$ cat src/rtl/mcs4_timing_pkg.sv
// Shared timing types for the MCS-4 clock generator: phase states, subcycle
// codes and counter widths.
package mcs4_timing_pkg;

  typedef enum logic [1:0] {
    PH1 = 2'd0,
    G12 = 2'd1,
    PH2 = 2'd2,
    G21 = 2'd3
  } phase_e;

  localparam logic [2:0] A1 = 3'd0;
  localparam logic [2:0] A2 = 3'd1;
  localparam logic [2:0] A3 = 3'd2;
  localparam logic [2:0] M1 = 3'd3;
  localparam logic [2:0] M2 = 3'd4;
  localparam logic [2:0] X1 = 3'd5;
  localparam logic [2:0] X2 = 3'd6;
  localparam logic [2:0] X3 = 3'd7;

  localparam int PHASE_CNT_W = 4;
  localparam int POC_CNT_W   = 8;

  // A phase lasting w cycles is entered with w-1 in its down-counter.
  function automatic logic [PHASE_CNT_W-1:0] phase_load(input int unsigned w);
    phase_load = PHASE_CNT_W'(w - 1);
  endfunction

endpackage

$ cat src/rtl/mcs4_poc_timer.sv
// Power-on-clear timer: saturating down-counter of completed clk2 pulses;
// poc_o stays high until the count reaches zero.
module mcs4_poc_timer
  import mcs4_timing_pkg::*;
#(
  parameter int unsigned POC_CLOCKS = 64
) (
  input  logic sysclk_i,
  input  logic poc_ni,
  input  logic dec_i,
  output logic poc_o
);

  logic [POC_CNT_W-1:0] cnt_q, cnt_d;

  always_comb begin
    cnt_d = cnt_q;
    if (dec_i && (cnt_q != '0)) begin
      cnt_d = cnt_q - POC_CNT_W'(1);
    end
  end

  always_ff @(posedge sysclk_i) begin
    if (!poc_ni) begin
      cnt_q <= POC_CNT_W'(POC_CLOCKS);
    end else begin
      cnt_q <= cnt_d;
    end
  end

  assign poc_o = (cnt_q != '0);

endmodule

$ cat src/rtl/mcs4_clkgen.sv
// MCS-4 two-phase clock, power-on-clear and subcycle tracker for the i4004.
// Define MCS4_CLKGEN_STEP_EN to enable halt / single-step on instruction boundaries.
module mcs4_clkgen
  import mcs4_timing_pkg::*;
#(
  parameter int unsigned PH1_W      = 4,
  parameter int unsigned GAP12_W    = 2,
  parameter int unsigned PH2_W      = 4,
  parameter int unsigned GAP21_W    = 4,
  parameter int unsigned POC_CLOCKS = 64
) (
  input  logic       sysclk,
  input  logic       poc_n,
  input  logic       sync_pad,
  input  logic       run,
  input  logic       step,
  output logic       clk1_pad,
  output logic       clk2_pad,
  output logic       poc_pad,
  output logic [2:0] subcycle,
  output logic       instr_start,
  output logic       halted,
  output phase_e     dbg_phase_o
);

  // Handshake: none. run is a level, step a one-sysclk pulse; both are
  // sampled only at the end of G21 (or every cycle while halted).

  phase_e                 state_q, state_d;
  logic [PHASE_CNT_W-1:0] cnt_q, cnt_d;
  logic [2:0]             sub_q, sub_d;
  logic                   clk1_q, clk2_q;
  logic                   ist_q, ist_d;
  logic                   halted_q, halted_d;
  logic                   phase_done;
  logic                   poc_dec;
  logic                   hold_g21;

  assign phase_done = (cnt_q == '0);
  assign poc_dec    = (state_q == PH2) && phase_done;

  mcs4_poc_timer #(
    .POC_CLOCKS(POC_CLOCKS)
  ) u_poc_timer (
    .sysclk_i(sysclk),
    .poc_ni  (poc_n),
    .dec_i   (poc_dec),
    .poc_o   (poc_pad)
  );

`ifdef MCS4_CLKGEN_STEP_EN
  // Stay parked in G21 at the end of X3 unless running, in power-on clear,
  // or a step pulse arrives while already parked.
  assign hold_g21 = !run && (sub_q == X3) && !poc_pad && !(halted_q && step);
`else
  logic unused_run_step;
  assign unused_run_step = run ^ step;
  assign hold_g21        = 1'b0;
`endif

  always_comb begin
    state_d  = state_q;
    cnt_d    = cnt_q - PHASE_CNT_W'(1);
    sub_d    = sub_q;
    ist_d    = 1'b0;
    halted_d = 1'b0;
    case (state_q)
      PH1: begin
        if (phase_done) begin
          state_d = G12;
          cnt_d   = phase_load(GAP12_W);
        end
      end
      G12: begin
        if (phase_done) begin
          state_d = PH2;
          cnt_d   = phase_load(PH2_W);
        end
      end
      PH2: begin
        if (phase_done) begin
          state_d = G21;
          cnt_d   = phase_load(GAP21_W);
          // SYNC marks X3; it is meaningless until the CPU leaves clear.
          if (!poc_pad) begin
            sub_d = sync_pad ? X3 : (sub_q + 3'd1);
          end
        end
      end
      G21: begin
        if (phase_done) begin
          if (hold_g21) begin
            cnt_d    = '0;
            halted_d = 1'b1;
          end else begin
            state_d = PH1;
            cnt_d   = phase_load(PH1_W);
            ist_d   = (sub_q == A1);
          end
        end
      end
      default: begin
        state_d = G21;
        cnt_d   = phase_load(GAP21_W);
      end
    endcase
  end

  always_ff @(posedge sysclk) begin
    if (!poc_n) begin
      state_q  <= G21;
      cnt_q    <= phase_load(GAP21_W);
      sub_q    <= X3;
      clk1_q   <= 1'b0;
      clk2_q   <= 1'b0;
      ist_q    <= 1'b0;
      halted_q <= 1'b0;
    end else begin
      state_q  <= state_d;
      cnt_q    <= cnt_d;
      sub_q    <= sub_d;
      clk1_q   <= (state_d == PH1);
      clk2_q   <= (state_d == PH2);
      ist_q    <= ist_d;
      halted_q <= halted_d;
    end
  end

  assign clk1_pad    = clk1_q;
  assign clk2_pad    = clk2_q;
  assign subcycle    = sub_q;
  assign instr_start = ist_q;
  assign halted      = halted_q;
  assign dbg_phase_o = state_q;

endmodule
$ cat config.mk
export PLATFORM = sky130hd
export DESIGN_NAME = mcs4_clkgen
export DESIGN_NICKNAME = d
export VERILOG_FILES = /design/src/rtl/mcs4_timing_pkg.sv /design/src/rtl/mcs4_poc_timer.sv /design/src/rtl/mcs4_clkgen.sv
export SDC_FILE = /design/constraint.sdc
export NUM_CORES = 1
export LEC_CHECK = 0
export ABC_AREA = 1
export CORE_MARGIN = 2
export CORE_UTILIZATION = 47
export CTS_CLUSTER_DIAMETER = 80
export DETAILED_ROUTE_END_ITERATION = 16
export HOLD_SLACK_MARGIN = 0.06
export PLACE_DENSITY = 0.74
export SKIP_CTS_REPAIR_TIMING = 1
export SYNTH_ARGS = -nofsm -noshare
export SYNTH_HDL_FRONTEND = slang
export SYNTH_HIERARCHICAL = 1
export SYNTH_SLANG_ARGS = --single-unit
$ cat constraint.sdc
create_clock -name sysclk -period 1.5 [get_ports sysclk]
set_clock_uncertainty 0.1 [all_clocks]
set_input_delay 0.3 -clock sysclk [delete_from_list [all_inputs] [get_ports sysclk]]
set_output_delay 0.3 -clock sysclk [all_outputs]
set_load 0.01 [all_outputs]
# Word level (Yosys, flattened, before mapping)
# Cells that the tools add are included.
[classes]
n_lt_le_gt_ge = 0
muxes = 9
n_reduce_logical = 10
shifts = 0
eq_ne = 4
n_div = 0
multipliers = 0
add_sub_neg = 3
bitwise_logic = 1
[ops]
columns = ["op", "count"]
rows = [
  ["$mux W2", 4],
  ["$mux W4", 2],
  ["$pmux W2 S4", 1],
  ["$pmux W4 S2", 1],
  ["$reduce_bool A8 Y1", 1],
  ["$sub A8 B1 Y8 const B", 1],
  ["$eq A2 B2 Y1 const B", 3],
  ["$reduce_and A3 Y1", 2],
  ["$logic_not A2 Y1", 2],
  ["$logic_not A4 Y1", 1],
  ["$sub A4 B1 Y4 const B", 1],
  ["$add A3 B1 Y3 const B", 1],
  ["$logic_not A3 Y1", 1],
  ["$mux W3", 1],
  ["$reduce_or A3 Y1", 1],
  ["$eq A2 B1 Y1 const B", 1],
  ["$logic_and A1 B1 Y1", 2],
  ["$not A1 Y1", 1],
]
[totals]
mem_bits_rw = 0
reg_bits = 20
mem_bits_ro = 0
latch_bits = 0
mem_count = 0
wordCells = 34

# Depth between registers and ports, before layout
[logic_depth]
ltp_word = 4
depth_mapped = 9
ltp_nobuf = 9

# By module
# The synthesis kept the hierarchy.
[modules_own_cells]
columns = ["mod", "cells_each", "n_inst", "area_each_um2", "seq_area_each_um2"]
rows = [
  ["mcs4_clkgen", 76, 1, 601.8, 240.2],
  ["mcs4_poc_timer", 67, 1, 452.9, 160.2],
]

# Worst setup path before layout
# No wires, ideal clock.
[synth_timing]
path_kind = "register to register"
from = "reg u_poc_timer.cnt_q[0]"
to = "reg sub_q[2], in the netlist subcycle[2]"
required_ns = 1.280
n_path_buf = 0
period_less_slack_ns = 1.533
path_stages_with_launch = 9
arrival_ns = 1.312
setup_time_ns = 0.120
path_slack_ns = -0.033
cell_sequence = "dfxtp_1 > inv_1 > ha_1 > nor3b_2 > nand2_2 > inv_1 > nand4_1 > nand2_1 > nand3_1"
[synth_between]
elab_chain_cells = 3
[synth_rtl]
columns = ["item", "line_no", "source"]
rows = [
  ["start, declared", "mcs4_poc_timer.sv:14", "logic [POC_CNT_W-1:0] cnt_q, cnt_d;"],
  ["start signal, assigned", "mcs4_poc_timer.sv:25", "cnt_q <= POC_CNT_W'(POC_CLOCKS);"],
  ["start signal, assigned", "mcs4_poc_timer.sv:27", "cnt_q <= cnt_d;"],
  ["$reduce_bool A8 Y1", "mcs4_poc_timer.sv:31", "assign poc_o = (cnt_q != '0);"],
  ["net poc_pad", "mcs4_clkgen.sv:19", "output logic poc_pad,"],
  ["$not A1 Y1 (no line)", "n/a", ""],
  ["$reduce_and A3 Y1 (no line)", "n/a", ""],
  ["end signal, assigned", "mcs4_clkgen.sv:121", "sub_q <= sub_d;"],
  ["end, declared", "mcs4_clkgen.sv:31", "logic [2:0] sub_q, sub_d;"],
]
# The timed path passes the listed nets, and every way through them passes these cells.
# A chain may end at the register's enable or synchronous reset.

# Final worst setup path
[layout_timing]
from = "reg u_poc_timer.cnt_q[0]"
to = "out poc_pad"
[layout_between]
elab_chain_cells = 1
[layout_rtl]
columns = ["item", "line_no"]
rows = [
  ["$reduce_bool A8 Y1", "mcs4_poc_timer.sv:31"],
  ["end, declared", "mcs4_clkgen.sv:19"],
]
# Every way passes these cells.

==> impl_metrics.tcl <==
set metrics [dict create \
    die_h_um 51.37 \
    die_w_um 51.37 \
    pre_cts_ws_ps -184.4 \
    cts_tree "yes" \
    required_ps 1100 \
    hp-class "reg2reg" \
    fin_crit_ps 1635 \
    leakagePower_nw 0.7157 \
    core_area_um2 2170 \
    antenna_found_initial 0 \
    synth.distinct_cells 26 \
    grt_use_total 0.1862 \
    synth_top_area_cell "dfxtp_1" \
    vias 976 \
    synth_most_common_cell "nand2_1" \
    n_antenna_cell 0 \
    port-buffer-count 11 \
    power_density_nw_per_um2 855.3 \
    hold_viol 0 \
    timing.fmax_mhz 611.7 \
    syn_area_um2 1055 \
    cts.path.max_buffers 2 \
    dr.first_iter.drc_count 16 \
    status "finished, violations left" \
    grt_max_degree 13 \
    grt_pass1_wl_um 3698 \
    top_usage_layer "met2" \
    ys_top_cells_by_area "dfxtp_1 (38%), nand2_1 (13%), inv_1 (6.4%), nand3_1 (5.7%), nor2_1 (5.3%)" \
    gp_congestion 0.7427 \
    nets 182 \
    timing.rr.end "subcycle[2]" \
    clkTransAtPathRegs_ps 120 \
    antenna_left 0 \
    whs_endpoint "cnt_q[0]" \
    ys.warnings.count 6 \
    wl_per_cell_um 10.76 \
    drv_slew 0 \
    synthCells 143 \
    yosysSeqAreaShare 0.3796 \
    start_util 0.4862 \
    endpoint_kind "output pin" \
    min_period_over_period 1.090 \
    regArea_um2 409.1 \
    synthToLayoutAreaGrowth_pct 34.99 \
    fin_util 0.6563 \
    syn_avg_cell_area_um2 7.376 \
    yosysTopAreaCellShare 0.3796 \
    dieArea_um2 2639 \
    synth_top_flop_cell "dfxtp_1" \
    hold_slack_ps 318.4 \
    dp.final_hpwl_um 1637 \
    met2_usage 0.3333 \
    whs_path_depth 1 \
    use_met1 0.1989 \
    pin_count 15 \
    drive_gt1_frac 0.2733 \
    rsz0062_at_grt "true" \
    startpoint_type "flip-flop" \
    use_met3 0.03509 \
    r2r_cells 9 \
    hold_start "cnt_q[0]" \
    drt-total-wl_um 2152 \
    multi_input_area_um2 585.6 \
    fin_ws_ps -134.7 \
    synth-edff-count 0 \
    htree_levels 1 \
    syn_nets 152 \
    cts_sinks 20 \
    reg2reg_slack_ps 30 \
    insertion_delay_ps 300 \
    vias_per_cell 4.880 \
    dr.pass1.iters 4 \
    cap_violations 0 \
    numCtsBuffers 3 \
    rr_startpoint "u_poc_timer/cnt_q[0]" \
    critPathMaxFanout 2 \
    async_flop_share 0 \
    setup-violations-final 1 \
    num_rows 17 \
    nFillCells 198 \
    failed_checks "negative setup slack" \
    peakVddDrop_mv 0.6320 \
    cts_root_buf "clkbuf_4" \
    drc 0 \
    critPathArrivalTime_ps 1230 \
    synth-seq-cells 20 \
    worstSetupPathType "reg2out" \
    gr-total-overflow 0 \
    ys_top_cells_by_count "nand2_1 (36), dfxtp_1 (20), inv_1 (18)" \
    first_global_vias 962 \
]
flip-flops by register name, indices dropped and copies added (netlist names):
register	cells
clk2_pad	1
instr_start	1
dbg_phase_o	2
cnt_q	4
subcycle	3
clk1_pad	1
u_poc_timer/cnt_q	8
power by group:
| group | total (mW) | internal (mW) | switching (mW) |
|---|---|---|---|
| clock network | 0.445 | 0.270 | 0.175 |
| registers | 0.578 | 0.558 | 0.0205 |
| logic | 0.195 | 0.0877 | 0.107 |
| total | 1.22 | 0.916 | 0.302 |
worst max-delay path by stage:
stage	startpoint	endpoint	slack, ps
2_1_floorplan	u_poc_timer/cnt_q[0]	subcycle[2]	30
3_3_place_gp	u_poc_timer/cnt_q[0]	poc_pad	-160
3_5_place_dp	u_poc_timer/cnt_q[0]	poc_pad	-180
4_1_cts	u_poc_timer/cnt_q[0]	poc_pad	-540
5_1_grt	u_poc_timer/cnt_q[0]	poc_pad	-180
6_report	u_poc_timer/cnt_q[0]	poc_pad	-130
per-stage QoR:
| step | cell area [um2] | setup TNS [ps] | power (mW) | std cells |
|---|---|---|---|---|
| 2_1_floorplan | 1067 | 0 | 0.7141 | 143 |
| 5_1_grt | 1424 | -349.9 | 1.277 | 200 |
| 6_report | 1424 | -134.7 | 1.218 | 200 |
| 4_1_cts | 1383 | -1848 | 1.228 | 200 |
| 3_5_place_dp | 1330 | -279.6 | 0.7828 | 196 |
| 3_3_place_gp | 1330 | -159.4 | 0.7754 | 196 |
layer usage:
metal,vias up,share of wire
met5,-,0
met4,0,0.016
met3,4,0.029
met2,16,0.53
met1,451,0.42
li1,505,-
kinds of logic after synthesis:
kind of cell	count (synthesis)	share of synthesized area
AO/OA/AOI/OAI	9	0.04864
XOR/XNOR	4	0.03322
adder cells (fa/ha/maj)	4	0.04745
buffers and inverters	21	0.08659
flip-flops	20	0.3796
other	1	0.003555
AND/OR/NAND/NOR	84	0.4009
worst max-delay path: stages, from the launching register on:
cell and delay (ps):
dfxtp_2 340, inv_2 70, ha_4 120, nor3b_2 170
nand2_2 70, dlymetal6s2s_1 160
cell type report:
| type | instances | area share |
|---|---|---|
| multi-input cells | 102 | 0.4112 |
| clock inverters | 1 | 0.02109 |
| inverters | 19 | 0.05360 |
| well taps | 28 | 0.02460 |
| clock buffers | 3 | 0.01582 |
| repair buffers | 27 | 0.1863 |
| flip-flops and latches | 20 | 0.2873 |
layout by cell type, fill, tap and decap left out, drive strengths merged:
master         Yosys  layout
bufinv             0       1
inv               19      19
a21oi              7       7
conb               1       1
nand4              5       5
and2               1       1
nor3b              1       1
dlymetal6s2s       0       9
or2                2       2
nand3b             1       1
nand3             13      13
o211ai             1       1
clkdlybuf4s50      0       2
nor2              19      19
buf                2      16
xnor2              1       1
xor2               3       3
o21ai              1       1
clkbuf             0       3
ha                 4       4
dfxtp             20      20
nand2             41      41
nor3               1       1
Note: power is estimated with default switching activity, not from simulation.
